**src/rtl/xdebounce_edge_if.sv**
```systemverilog
// ============================================================================
// Module   : xdebounce_edge_if
// Brief    : Raw-input / debounced-output bundle for xdebounce_edge.
// Revision : 1.0 - initial release
// ============================================================================
`default_nettype none

interface xdebounce_edge_if #(
    parameter int NGW = 8
);
    logic           i_raw;
    logic           o_level;
    logic           o_rise;
    logic           o_fall;
    logic           o_glitch;
    logic [NGW-1:0] o_gcnt;

    // Source side: drives the raw level and observes the conditioned result.
    modport master (
        output i_raw,
        input  o_level,
        input  o_rise,
        input  o_fall,
        input  o_glitch,
        input  o_gcnt
    );

    // Debouncer side.
    modport slave (
        input  i_raw,
        output o_level,
        output o_rise,
        output o_fall,
        output o_glitch,
        output o_gcnt
    );
endinterface

`default_nettype wire

```
**src/rtl/xdebounce_edge.sv**
```systemverilog
// ============================================================================
// Module   : xdebounce_edge
// Brief    : Synchronise, debounce and edge-detect a raw asynchronous level.
// Revision : 1.0 - initial release
// ============================================================================
`default_nettype none

module xdebounce_edge #(
    parameter int NSYNC = 2,
    parameter int NDB   = 16,
    parameter int NGW   = 8
) (
    input  wire logic         clk,
    input  wire logic         rst,
    xdebounce_edge_if.slave   bus
);

    localparam int                CNT_W   = (NDB > 1) ? $clog2(NDB) : 1;
    localparam logic [CNT_W-1:0]  CNT_MAX = CNT_W'(NDB - 1);
    localparam logic [NGW-1:0]    GCNT_MAX = '1;

    typedef enum logic [1:0] {
        ST_LOW    = 2'd0,
        ST_CHK_HI = 2'd1,
        ST_HIGH   = 2'd2,
        ST_CHK_LO = 2'd3
    } state_t;

    logic [NSYNC-1:0] sync_q;
    logic             s;

    state_t           state_q,  state_d;
    logic [CNT_W-1:0] cnt_q,    cnt_d;
    logic             level_q,  level_d;
    logic             rise_q,   rise_d;
    logic             fall_q,   fall_d;
    logic             glitch_q, glitch_d;
    logic [NGW-1:0]   gcnt_q,   gcnt_d;

    // The chain is the only consumer of the asynchronous input.
    always_ff @(posedge clk) begin
        if (rst) begin
            sync_q <= '0;
        end else begin
            sync_q <= {sync_q[NSYNC-2:0], bus.i_raw};
        end
    end

    assign s = sync_q[NSYNC-1];

    always_ff @(posedge clk) begin
        if (rst) begin
            state_q  <= ST_LOW;
            cnt_q    <= '0;
            level_q  <= 1'b0;
            rise_q   <= 1'b0;
            fall_q   <= 1'b0;
            glitch_q <= 1'b0;
            gcnt_q   <= '0;
        end else begin
            state_q  <= state_d;
            cnt_q    <= cnt_d;
            level_q  <= level_d;
            rise_q   <= rise_d;
            fall_q   <= fall_d;
            glitch_q <= glitch_d;
            gcnt_q   <= gcnt_d;
        end
    end

    always_comb begin
        state_d  = state_q;
        cnt_d    = cnt_q;
        level_d  = level_q;
        rise_d   = 1'b0;
        fall_d   = 1'b0;
        glitch_d = 1'b0;

        case (state_q)
            ST_LOW: begin
                if (s) begin
                    state_d = ST_CHK_HI;
                    cnt_d   = '0;
                end
            end
            ST_CHK_HI: begin
                if (!s) begin
                    state_d  = ST_LOW;
                    glitch_d = 1'b1;
                end else if (cnt_q == CNT_MAX) begin
                    state_d = ST_HIGH;
                    level_d = 1'b1;
                    rise_d  = 1'b1;
                end else begin
                    cnt_d = cnt_q + CNT_W'(1);
                end
            end
            ST_HIGH: begin
                if (!s) begin
                    state_d = ST_CHK_LO;
                    cnt_d   = '0;
                end
            end
            ST_CHK_LO: begin
                if (s) begin
                    state_d  = ST_HIGH;
                    glitch_d = 1'b1;
                end else if (cnt_q == CNT_MAX) begin
                    state_d = ST_LOW;
                    level_d = 1'b0;
                    fall_d  = 1'b1;
                end else begin
                    cnt_d = cnt_q + CNT_W'(1);
                end
            end
            default: begin
                state_d = ST_LOW;
                cnt_d   = '0;
                level_d = 1'b0;
            end
        endcase
    end

    // Counter advances on the same edge that registers the glitch pulse.
    always_comb begin
        gcnt_d = gcnt_q;
        if (glitch_d && (gcnt_q != GCNT_MAX)) begin
            gcnt_d = gcnt_q + NGW'(1);
        end
    end

    assign bus.o_level  = level_q;
    assign bus.o_rise   = rise_q;
    assign bus.o_fall   = fall_q;
    assign bus.o_glitch = glitch_q;
    assign bus.o_gcnt   = gcnt_q;

endmodule

`default_nettype wire

```
**src/flat_wrapper.sv**
```systemverilog
// flat-port wrapper written by rule: the top's interface ports become plain ports
module xdebounce_edge_flat 
#(
    parameter int NSYNC = 2,
    parameter int NDB   = 16,
    parameter int NGW   = 8
)
  (clk, rst, bus_i_raw, bus_o_level, bus_o_rise, bus_o_fall, bus_o_glitch, bus_o_gcnt);
  xdebounce_edge_if #(.NGW(NGW)) bus_i ();
  input  wire logic clk;
  input  wire logic rst;
  input wire logic [$bits(bus_i.i_raw)-1:0] bus_i_raw;
  output wire logic [$bits(bus_i.o_level)-1:0] bus_o_level;
  output wire logic [$bits(bus_i.o_rise)-1:0] bus_o_rise;
  output wire logic [$bits(bus_i.o_fall)-1:0] bus_o_fall;
  output wire logic [$bits(bus_i.o_glitch)-1:0] bus_o_glitch;
  output wire logic [$bits(bus_i.o_gcnt)-1:0] bus_o_gcnt;
  assign bus_i.i_raw = bus_i_raw;
  assign bus_o_level = bus_i.o_level;
  assign bus_o_rise = bus_i.o_rise;
  assign bus_o_fall = bus_i.o_fall;
  assign bus_o_glitch = bus_i.o_glitch;
  assign bus_o_gcnt = bus_i.o_gcnt;
  xdebounce_edge #(.NSYNC(NSYNC), .NDB(NDB), .NGW(NGW)) u_core (.clk(clk), .rst(rst), .bus(bus_i));
endmodule
```
**config.mk**
```make
export PLATFORM = sky130hd
export DESIGN_NAME = xdebounce_edge_flat
export DESIGN_NICKNAME = d
export VERILOG_FILES = /design/src/rtl/xdebounce_edge_if.sv /design/src/rtl/xdebounce_edge.sv /design/src/flat_wrapper.sv
export SDC_FILE = /design/constraint.sdc
export NUM_CORES = 1
export LEC_CHECK = 0
export CAP_MARGIN = 20
export CORE_MARGIN = 2
export CORE_UTILIZATION = 40
export DETAILED_ROUTE_END_ITERATION = 6
export SYNTH_ARGS = -nofsm -noshare
export SYNTH_HDL_FRONTEND = slang
export SYNTH_SLANG_ARGS = --single-unit
```
**constraint.sdc**
```tcl
create_clock -name clk -period 1.8 [get_ports clk]
set_input_delay 0.36 -clock clk [delete_from_list [all_inputs] [get_ports clk]]
set_output_delay 0.36 -clock clk [all_outputs]
set_load 0.05 [all_outputs]
```
==> Word-level counts from Yosys, hierarchy flattened <==
Index checks and enable logic that the tools add are counted.
{ "word_totals": {"reg_bits": 20, "input_bits": 3, "output_inout_bits": 12, "word_cells": 56} }
{ "classes": {"add_sub_neg": 2, "eq_ne": 13, "n_mux": 22, "bitwise": 3, "n_reduce_logical": 8} }
{ "ops": {"columns": ["operator", "count"], "rows": [
  ["$mux W4", 5],
  ["$pmux W4 S4", 1],
  ["$mux W2", 6],
  ["$add A8 B1 Y8 const B", 1],
  ["$ne A2 B1 Y1 const B", 4],
  ["$ne A8 B8 Y1 const B", 1],
  ["$pmux W2 S4", 1],
  ["$reduce_and A4 Y1", 2],
  ["$mux W1", 7],
  ["$reduce_or A3 Y1", 2],
  ["$reduce_and A5 Y1", 1],
  ["$add A4 B1 Y4 const B", 1],
  ["$eq A2 B2 Y1 const B", 2],
  ["$eq A4 B4 Y1 const B", 1],
  ["$ne A2 B2 Y1 const B", 2],
  ["$pmux W1 S2", 2],
  ["$ne A3 B1 Y1 const B", 1],
  ["$ne A3 B3 Y1 const B", 1],
  ["$not A1 Y1", 3],
  ["$eq A2 B1 Y1 const B", 1],
  ["$logic_not A2 Y1", 1],
  ["$reduce_bool A2 Y1", 1],
  ["$logic_and A1 B1 Y1", 1]
]} }

==> Depth between registers and ports, before layout <==
Gate-level depths: netlist of the first run.
{ "logic_depth": {"ltp_word": 4, "mapped_depth": 6, "depth_no_buf": 5} }

==> Worst setup path before layout of the first run <==
Ideal clock, no wire load.
{ "synth_path": {"kind": "flip-flop to flip-flop", "from": "register u_core.gcnt_q[0] (netlist: u_core.bus.o_gcnt[0])", "to": "register u_core.gcnt_q[1] (netlist: u_core.bus.o_gcnt[1])", "setup_ns": 0.128, "t_arrival_ns": 1.580, "required_ns": 1.672, "setup_slack_ns": 0.092, "stages_incl_launch_ff": 6, "n_path_buf": 0, "period_less_slack_ns": 1.708, "path_cell_list": "dfxtp_1 ha_1 nand4_1 o211ai_1 mux2i_1 nor2_1"} }
{ "synth_via": {"elab_chain_cells": 2, "elab_cells_between_ends": 3, "cone_classes": "add/sub (1); eq/ne (1); reduce/logical (1)"} }
{ "synth_lines": {"columns": ["item", "line_no", "rtl"], "rows": [
  ["start: declaration", "xdebounce_edge.sv:38", "logic [NGW-1:0] gcnt_q, gcnt_d;"],
  ["start signal: assignment", "xdebounce_edge.sv:67", "gcnt_q <= gcnt_d;"],
  ["parallel branches: the longest is 2 deep, another holds $add A8 B1 Y8", null, null]
]} }
Parallel ways; which one is timed is not known.
A chain may end at the register's enable or synchronous reset.

==> Final worst setup path of the first run <==
{ "layout_path": {"from": "register u_core.cnt_q[0]", "to": "register u_core.level_q (netlist: u_core.bus.o_level)"} }
{ "layout_via": {"elab_chain_cells": 3, "elab_cells_between_ends": 4, "cone_classes": "eq/ne (3); reduce/logical (1)"} }
{ "layout_lines": {"columns": ["item", "line_no", "rtl"], "rows": [
  ["start: declaration", "xdebounce_edge.sv:33", "logic [CNT_W-1:0] cnt_q, cnt_d;"],
  ["start signal: assignment", "xdebounce_edge.sv:62", "cnt_q <= cnt_d;"],
  ["$eq A4 B4 Y1 (*)", "xdebounce_edge.sv:90, xdebounce_edge.sv:108", null],
  ["$ne A2 B1 Y1 (no line)", null, null],
  ["$reduce_and A5 Y1 (no line) (*)", null, null],
  ["end signal: assignment", "xdebounce_edge.sv:63", "level_q <= level_d;"],
  ["end: declaration", "xdebounce_edge.sv:34", "logic level_q, level_d;"]
]} }
Every way passes the cells marked *; elsewhere a longest branch is shown, timed or not.

==> results of run 1 <==
## cells in the final DEF, fill, tap and decap left out, types with 2 or more instances in the layout
| master | n |
|---|---|
| sky130_fd_sc_hd__dfxtp_1 | 20 |
| sky130_fd_sc_hd__buf_4 | 16 |
| sky130_fd_sc_hd__nand4_1 | 7 |
| sky130_fd_sc_hd__nor2_1 | 7 |
| sky130_fd_sc_hd__nand2_1 | 7 |
| sky130_fd_sc_hd__a21oi_1 | 6 |
| sky130_fd_sc_hd__o21ai_0 | 4 |
| sky130_fd_sc_hd__nor3_1 | 4 |
| sky130_fd_sc_hd__nor2b_1 | 3 |
| sky130_fd_sc_hd__mux2i_1 | 3 |
| sky130_fd_sc_hd__a31oi_1 | 3 |
| sky130_fd_sc_hd__clkbuf_4 | 3 |
| sky130_fd_sc_hd__o21a_1 | 2 |
| sky130_fd_sc_hd__nor4b_1 | 2 |
| sky130_fd_sc_hd__nand3_1 | 2 |
| sky130_fd_sc_hd__a311oi_1 | 2 |
| sky130_fd_sc_hd__a211oi_1 | 2 |
| sky130_fd_sc_hd__ha_1 | 2 |
| sky130_fd_sc_hd__clkdlybuf4s50_1 | 2 |
## metal layers
metal / vias to the layer above / routed length (um) / global-route usage
li1: 383 / - / -
met1: 348 / 864 / 0.192
met2: 12 / 808 / 0.241
met3: 2 / 65 / 0.0268
met4: 0 / 15 / 0.0676
met5: - / 0 / 0
## final cells by class
type | count | area [um^2] | share of cell area
tap | 27 | 33.8 | 0.0321
clock buffer | 4 | 36.3 | 0.0345
sequential | 20 | 400 | 0.380
multi-input combinational | 69 | 442 | 0.420
timing repair buffer | 18 | 140 | 0.133
## path summary, 6_finish.rpt
path | cells past startpoint | endpoint | startpoint
worst max-delay path | 5 | u_core.bus.o_level | u_core.cnt_q[0]
worst min-delay path | 1 | u_core.sync_q[1] | u_core.sync_q[0]
worst max register to register | 5 | u_core.bus.o_level | u_core.cnt_q[0]
worst min register to register | 1 | u_core.sync_q[1] | u_core.sync_q[0]
## worst max-delay path, delay by kind of cell (launching register included)
| family | cells | cell delay, ps |
|---|---|---|
| AND/OR/NAND/NOR | 2 | 300 |
| adder cells (fa/ha/maj) | 1 | 230 |
| AO/OA/AOI/OAI | 2 | 380 |
| flip-flops | 1 | 430 |
## Yosys cell counts
cell,number
sky130_fd_sc_hd__dfxtp_1,20
sky130_fd_sc_hd__nand2_1,7
sky130_fd_sc_hd__nand4_1,7
sky130_fd_sc_hd__nor2_1,7
sky130_fd_sc_hd__a21oi_1,6
sky130_fd_sc_hd__nor3_1,4
sky130_fd_sc_hd__o21ai_0,4
sky130_fd_sc_hd__a31oi_1,3
sky130_fd_sc_hd__mux2i_1,3
sky130_fd_sc_hd__nor2b_1,3
sky130_fd_sc_hd__a211oi_1,2
sky130_fd_sc_hd__a311oi_1,2
sky130_fd_sc_hd__buf_2,2
sky130_fd_sc_hd__clkbuf_1,2
sky130_fd_sc_hd__ha_1,2
sky130_fd_sc_hd__nand3_1,2
sky130_fd_sc_hd__nor4b_1,2
sky130_fd_sc_hd__o21a_1,2
sky130_fd_sc_hd__a41oi_1,1
sky130_fd_sc_hd__and2_1,1
sky130_fd_sc_hd__and2_4,1
sky130_fd_sc_hd__and3_1,1
sky130_fd_sc_hd__and4_1,1
sky130_fd_sc_hd__buf_6,1
sky130_fd_sc_hd__nand2_2,1
sky130_fd_sc_hd__nor3b_1,1
sky130_fd_sc_hd__o211ai_1,1
sky130_fd_sc_hd__o21bai_1,1
sky130_fd_sc_hd__o22ai_1,1
sky130_fd_sc_hd__xnor2_1,1
sky130_fd_sc_hd__xor2_1,1
sky130_fd_sc_hd__xor2_2,1
## sequential cells by signal, summed over array words and instances (netlist names), named ones only
signal / count
u_core.bus.o_gcnt: 8
u_core.cnt_q: 4
u_core.sync_q: 2
u_core.bus.o_fall: 1
u_core.bus.o_glitch: 1
u_core.bus.o_level: 1
u_core.bus.o_rise: 1
u_core.state_q: 1
## kinds of logic (layout without fill, tap and decap cells)
group | Yosys count | in the layout | synth area share
AO/OA/AOI/OAI | 23 | 23 | 0.168
XOR/XNOR | 3 | 3 | 0.0388
adder cells (fa/ha/maj) | 2 | 2 | 0.0287
buffers and inverters | 5 | 22 | 0.0330
flip-flops | 20 | 20 | 0.460
multiplexers | 3 | 3 | 0.0345
AND/OR/NAND/NOR | 38 | 38 | 0.237
## power by group through the flow
stage / logic [mW] / registers [mW] / clock network [mW]
floorplan: 0.0276 / 0.473 / 0
detailed placement: 0.0529 / 0.464 / 0
global placement: 0.0530 / 0.464 / 0
CTS: 0.0530 / 0.454 / 0.264
global route: 0.0569 / 0.456 / 0.282
finish: 0.0525 / 0.454 / 0.253
## metrics by stage
step / utilization / area, um^2 / std cells / setup WS, ps / power (mW)
floorplan: - / 871 / 94 / 92.3 / 0.501
global placement: 0.508 / 1020 / 134 / 392 / 0.517
detailed placement: 0.508 / 1020 / 134 / 363 / 0.517
CTS: 0.526 / 1050 / 138 / 359 / 0.771
global route: 0.526 / 1050 / 138 / 191 / 0.794
finish: 0.526 / 1050 / 138 / 362 / 0.760
==> impl_metrics.json, run 1 <==
{
  "ir_worst_vdd_mv": 0.389,
  "crit_type": "flip-flop to flip-flop",
  "finalHoldViolations": 0,
  "finalCritPeriodShare": 0.799,
  "power.share.switching": 0.219,
  "floorplan.rows": 16,
  "nets": 117,
  "wl_mm": 1.75,
  "finalHoldWorstSlack_ps": 451,
  "synth_seq_area_share": 0.460,
  "synth_cell_types": 32,
  "pwr-share-seq": 0.598,
  "antenna_found_initial": 0,
  "area_delta_synth_final_pct": 20.8,
  "hold_path_class": "flip-flop to flip-flop",
  "tritoncts_clock_tree": "yes",
  "nFillCells": 193,
  "detail_route.vias_per_cell": 5.40,
  "num_vias": 745,
  "post_cts.resized_instances": 0,
  "avgSynthCellArea_um2": 9.26,
  "critical_path_arrival_ps": 1630,
  "share_clk_of_total_power": 0.333,
  "final_layout_size_suffix_gt1_frac": 0.207,
  "global_route.usage.total": 0.149,
  "critPathMaxFanout": 6,
  "cell_type_contributing_the_most_total_cell_area_after_synthesis": "sky130_fd_sc_hd__dfxtp_1",
  "gp_congestion": 0.805,
  "switchingPower_uw": 167,
  "cellInternalPower_uw": 593,
  "diodes": 0,
  "grt_start_max_net_pins": 21,
  "max-clock-path-buffers": 2,
  "crit_path_start_kind": "flip-flop",
  "dr.first_iter.drc_count": 14,
  "detail-route-antenna-nets": 0,
  "power.density_mw_per_mm2": 722,
  "start_util": 0.435,
  "cts.sinks": 20,
  "syn_inst": 94,
  "worst-r2r-setup-slack_ps": 360,
  "netlist_top_cells_area": "sky130_fd_sc_hd__dfxtp_1 (46%), sky130_fd_sc_hd__nand4_1 (5.0%), sky130_fd_sc_hd__a21oi_1 (3.4%), sky130_fd_sc_hd__mux2i_1 (3.4%), sky130_fd_sc_hd__nand2_1 (3.0%)",
  "portBuffers": 14,
  "outcome": "complete, no violations",
  "drc": 0,
  "synth-warning-count": 0,
  "cts.reportedPaths.clkPinSlew_ps": 110,
  "cts_root_buf": "sky130_fd_sc_hd__clkbuf_4",
  "layout_min_cycle_time_ps": 1440,
  "dp.final_hpwl_mm": 1.25,
  "p_leak_nw": 0.401,
  "pwr-share-comb": 0.069,
  "proportion_of_netlist_area_held_by_the_largest_area_contributor": 0.460,
  "holdBufCountCts": 0,
  "die_area_mm2": 0.00257,
  "critPathMaxStageDelay_ps": 430,
  "max-cap-violations": 0,
  "global_route.overflow_total": 0,
  "setup_viol": 0,
  "die-width_um": 50.7,
  "die_height_um": 50.7,
  "worst_setup_path_end_kind": "flip-flop",
  "tightest_slew_ps": 353,
  "critical-path-slowest-cell": "sky130_fd_sc_hd__dfxtp_1",
  "drtPass1Iterations": 4,
  "syn_area_um2": 871,
  "setup_tns_ps": 0,
  "synth-seq-cells": 20,
  "cts-htree-levels": 1,
  "max_clock_freq_mhz": 695,
  "finalClockSkew_ps": 6.24,
  "synthesis.nets": 99,
  "insertion_delay_ps": 290,
  "post-cts-setup-buffer-count": 0,
  "count_of_pins_on_the_block_boundary": 15,
  "timing.critical_path.required_ps": 1990,
  "cts_inserted_buffers": 3,
  "slew_violations": 0,
  "rsz0062_at_grt": "false",
  "timing.slew.headroom": 0.765,
  "routedWlPerCell_um": 12.7,
  "grt_first_pass_wirelength_mm": 2.90,
  "floorplan.core_area_mm2": 0.00200,
  "first_global_vias": 677,
  "critical_path.cell_chain": "ha_1 > nand4_1 > o21ai_0 > o21a_1 > nor2_1"
}
Power figures use the tool's default switching activity.
==> run 2, diff against run 1 <==
==> constraint.sdc (replaced) <==
create_clock -name clk -period 1.45 [get_ports clk]
set_input_delay 0.29 -clock clk [delete_from_list [all_inputs] [get_ports clk]]
set_output_delay 0.29 -clock clk [all_outputs]
set_load 0.05 [all_outputs]
==> run 2 against run 1 <==
Sequential power grew 24%. Non-clock buffer count rose by 6. Die area unchanged. Hold slack better by 2.2 ps. Critical path depth is the same. Combinational power is 58% higher. Sequential share of layout area shrank 5.2 points. Largest power group unchanged. Highest routed layer unchanged.
==> impl_metrics.json, run 2 (synthesized netlist as in run 1, its figures left out) <==
{
  "outcome": "complete, no violations",
  "crit_path_start_kind": "flip-flop",
  "dr.first_iter.drc_count": 6,
  "timing.slew.headroom": 0.796,
  "finalHoldWorstSlack_ps": 453,
  "max-clock-path-buffers": 2,
  "wl_mm": 1.85,
  "ir_worst_vdd_mv": 0.547,
  "holdBufCountCts": 0,
  "critical_path_arrival_ps": 1530,
  "global_route.usage.met3": 0.0625,
  "pwr-share-comb": 0.092,
  "critical_path.cell_chain": "ha_2 > nand4_1 > o211ai_1 > mux2i_1 > nor2_1",
  "routedWlPerCell_um": 12.9,
  "detail_route.vias_per_cell": 5.47,
  "max_clock_freq_mhz": 748,
  "p_leak_nw": 0.460,
  "grt_first_pass_wirelength_mm": 2.93,
  "setup_viol": 0,
  "drtPass1Iterations": 4,
  "rr_worst_depth": 5,
  "cts_root_buf": "sky130_fd_sc_hd__clkbuf_4",
  "die_area_mm2": 0.00257,
  "first_global_vias": 670,
  "gp_congestion": 0.851,
  "timing.critical_path.required_ps": 1650,
  "layout_min_cycle_time_ps": 1340,
  "power.density_mw_per_mm2": 711,
  "critPathMaxFanout": 3,
  "finalHoldViolations": 0,
  "drc": 0,
  "floorplan.core_area_mm2": 0.00200,
  "rsz0062_at_grt": "false",
  "most-common-layout-cells": "sky130_fd_sc_hd__buf_12 (12), sky130_fd_sc_hd__buf_4 (10), sky130_fd_sc_hd__dfxtp_2 (9), sky130_fd_sc_hd__dfxtp_1 (9)",
  "share_clk_of_total_power": 0.288,
  "cts-htree-levels": 1,
  "grt_start_max_net_pins": 12,
  "grtUsageMet2": 0.239,
  "global_route.overflow_total": 0,
  "portBuffers": 14,
  "cts.reportedPaths.clkPinSlew_ps": 100,
  "diodes": 0,
  "cell_total_after_placement": 137,
  "grt_use_met1": 0.190,
  "layout.cells.most_common": "sky130_fd_sc_hd__buf_12",
  "slew_violations": 0,
  "finalCritPeriodShare": 0.922,
  "timing.rr.end": "u_core.bus.o_gcnt[1]",
  "tightest_slew_ps": 305,
  "critical-path-slowest-cell": "sky130_fd_sc_hd__dfxtp_4",
  "num_vias": 787,
  "nets": 123,
  "die_height_um": 50.7,
  "worstHoldPathCells": 1,
  "hold_path_startpoint": "u_core.sync_q[0]",
  "count_of_pins_on_the_block_boundary": 15,
  "setup_tns_ps": 0,
  "finish.cell_count_without_fillers": 144,
  "insertion_delay_ps": 290,
  "critPathMaxStageDelay_ps": 360,
  "switchingPower_uw": 204,
  "start_util": 0.435,
  "global_route.usage.total": 0.154,
  "timing.hold.worst_endpoint": "u_core.sync_q[1]",
  "finalClockSkew_ps": 1.60,
  "area_delta_synth_final_pct": 46.4,
  "globalRoute.busiestLayer": "met2",
  "largest_register_ff_count": 8,
  "power.share.switching": 0.225,
  "floorplan.rows": 16,
  "detail-route-antenna-nets": 0,
  "die-width_um": 50.7,
  "worst_setup_path_end_kind": "flip-flop",
  "antenna_found_initial": 0,
  "cellInternalPower_uw": 703,
  "hold_path_class": "flip-flop to flip-flop",
  "dp.final_hpwl_mm": 1.36,
  "reg2reg_start": "u_core.bus.o_gcnt[0]",
  "worst-r2r-setup-slack_ps": 110,
  "max-cap-violations": 0,
  "tritoncts_clock_tree": "yes",
  "pwr-share-seq": 0.620,
  "cts.sinks": 20,
  "final_layout_size_suffix_gt1_frac": 0.359,
  "cts_inserted_buffers": 3,
  "crit_type": "flip-flop to flip-flop"
}
## run 2: routing by layer
metal  share of wire  vias to the layer above
met5               0                        -
met4           0.011                        0
met3           0.048                        2
met2            0.48                       16
met1            0.46                      377
li1                -                      392
## run 2: power by group through the flow
stage	registers, mW	clock network, mW	logic (mW)
2_1_floorplan	0.585	0	0.0343
3_3_place_gp	0.576	0	0.0785
3_5_place_dp	0.576	0	0.0791
4_1_cts	0.563	0.276	0.0793
5_1_grt	0.564	0.306	0.0885
6_report	0.563	0.261	0.0831
## run 2: repair_timing
item                                    4_1_cts  5_1_grt
setup buffers                                 0        3
gates resized for setup                       0        8
endpoints found under the setup margin        0        6
## run 2: per-stage QoR
step           instance area (um^2)  worst slack [ps]  power [mW]  utilization
6_report                       1270               113       0.907        0.637
2_1_floorplan                   886              59.1       0.619            -
4_1_cts                        1230              40.0       0.918        0.614
5_1_grt                        1270              3.77       0.958        0.637
3_3_place_gp                   1200              78.7       0.654        0.601
3_5_place_dp                   1200              56.3       0.655        0.601
## run 2: final cells by class
class	count	area, um^2
fill	179	727
multi-input combinational	69	460
sequential	20	419
timing repair buffer	24	335
tap	27	33.8
clock buffer	4	26.3
## run 2: critical path: cells and delay by family, from the launching register on
kind / cells / cell delay, ps
AND/OR/NAND/NOR: 2 / 160
AO/OA/AOI/OAI: 1 / 320
multiplexers: 1 / 220
flip-flops: 1 / 360
adder cells (fa/ha/maj): 1 / 180
## run 2: worst max path at each step
stage	slack (ps)	to	start
after floorplan	60	u_core.bus.o_gcnt[1]	u_core.bus.o_gcnt[0]
after global placement	80	u_core.bus.o_gcnt[1]	u_core.bus.o_gcnt[0]
after detailed placement	60	u_core.bus.o_level	u_core.cnt_q[1]
after CTS	40	u_core.bus.o_level	u_core.cnt_q[1]
after global routing	4	u_core.bus.o_gcnt[1]	u_core.bus.o_gcnt[1]
final	110	u_core.bus.o_gcnt[1]	u_core.bus.o_gcnt[0]
==> RTL edit: new RTL, settings of run 1 <==
Reset style: asynchronous (`rst`), changed in 2 clocked blocks.
--- a/src/rtl/xdebounce_edge.sv
+++ b/src/rtl/xdebounce_edge.sv
@@ -39,5 +39,5 @@
 
     // The chain is the only consumer of the asynchronous input.
-    always_ff @(posedge clk) begin
+    always_ff @(posedge clk or posedge rst) begin
         if (rst) begin
             sync_q <= '0;
@@ -49,5 +49,5 @@
     assign s = sync_q[NSYNC-1];
 
-    always_ff @(posedge clk) begin
+    always_ff @(posedge clk or posedge rst) begin
         if (rst) begin
             state_q  <= ST_LOW;
Behaviour: differs if rst is asserted again (counterexample within 10 cycles, from zero or initial values and one cycle with rst high); with rst held inactive, the same outputs for 10 cycles.
==> RTL edit against run 1 <==
Routed wire length shrank 10%. Setup slack lost 0.21 ns. Die area grew 3.8%. Synthesized cell count shrank 11%. Design area grew 3.7%. Sequential cell count is the same. Area after synthesis grew 4.2%.
Power is not compared: it rests on default switching activity, and its combinational part moved more than twofold at a synthesized area within 25%.
==> RTL edit: results <==
[placement]
dp_slack_ns = 0.157
gp_congestion = 0.793
dp_hpwl_mm = 1.16
placed_cells = 125

[status]
status = "completed"

[global_routing]
track_usage = 0.143
gr-usage-met2 = 0.205
grt_pass1_vias = 642
grt_first_pass_wirelength_mm = 2.73
met3_usage = 0.0345

[yosys]
synth.area.top_cells = "dfrtp_1 55%, o21ai_0 3.9%, nand2_1 3.7%, nand4_1 3.4%, ha_1 2.8%"
ys_types = 25
yosys_warnings = 0
syn-mean-instance-area_um2 = 10.8
synth_seq_area_share = 0.552
synthTopCellsByCount = "20 x dfrtp_1, 9 x nand2_1, 7 x o21ai_0"
async_reset_ff_frac = 1.00
synth_fp_nets = 89

[setup_path]
r2r-end = "u_core.bus.o_gcnt[1]"
cp_max_fo = 5
rr_worst_depth = 4
cp_slowest_cell = "dfrtp_2"
startpoint = "u_core.bus.o_gcnt[0]"
crit_path_end = "u_core.bus.o_gcnt[1]"

[sta]
fin_worst_skew_ns = 0.00746
tightest_slew_ns = 0.411
fmax_ghz = 0.605

[routing]
vias = 675
dr.first_iter.drc_count = 18
routed-wl-met2_um = 688
highest_layer = "met4"
wl_met1_um = 788
dr_wl_met3_um = 61
viasPerCell = 5.23
wl_per_cell_um = 12.2

[cts]
cts-buffers-inserted = 3
root_buffer = "clkbuf_4"

[cells_and_area]
fin_nets = 107
layout-drive-gt1-share = 0.228

[hold_path]
worstHoldPathType = "input pin to async pin"

[pwr]
intPower_mw = 0.822
-- RTL edit: cell type report --
| cell class | count | area, µm² |
|---|---|---|
| timing repair buffer | 15 | 118 |
| clock buffer | 4 | 36.3 |
| tap | 28 | 35.0 |
| inverter | 3 | 11.3 |
| multi-input combinational | 59 | 388 |
| sequential | 20 | 503 |
| fill | 205 | 1080 |
-- RTL edit: cell families after synthesis --
family,Yosys count,synth area share
AO/OA/AOI/OAI,17,0.113
multiplexers,4,0.0497
XOR/XNOR,4,0.0552
adder cells (fa/ha/maj),2,0.0276
flip-flops,20,0.552
AND/OR/NAND/NOR,32,0.182
buffers and inverters,5,0.0207
-- RTL edit: worst min path at each step --
stage                            end  slack [ns]  cells past startpoint
floorplan                  async pin        0.32                      1
global placement    u_core.sync_q[1]        0.33                      0
detailed placement  u_core.sync_q[1]        0.34                      0
CTS                 u_core.sync_q[1]        0.36                      0
global route        u_core.sync_q[1]        0.37                      0
finish                     async pin        0.36                      3
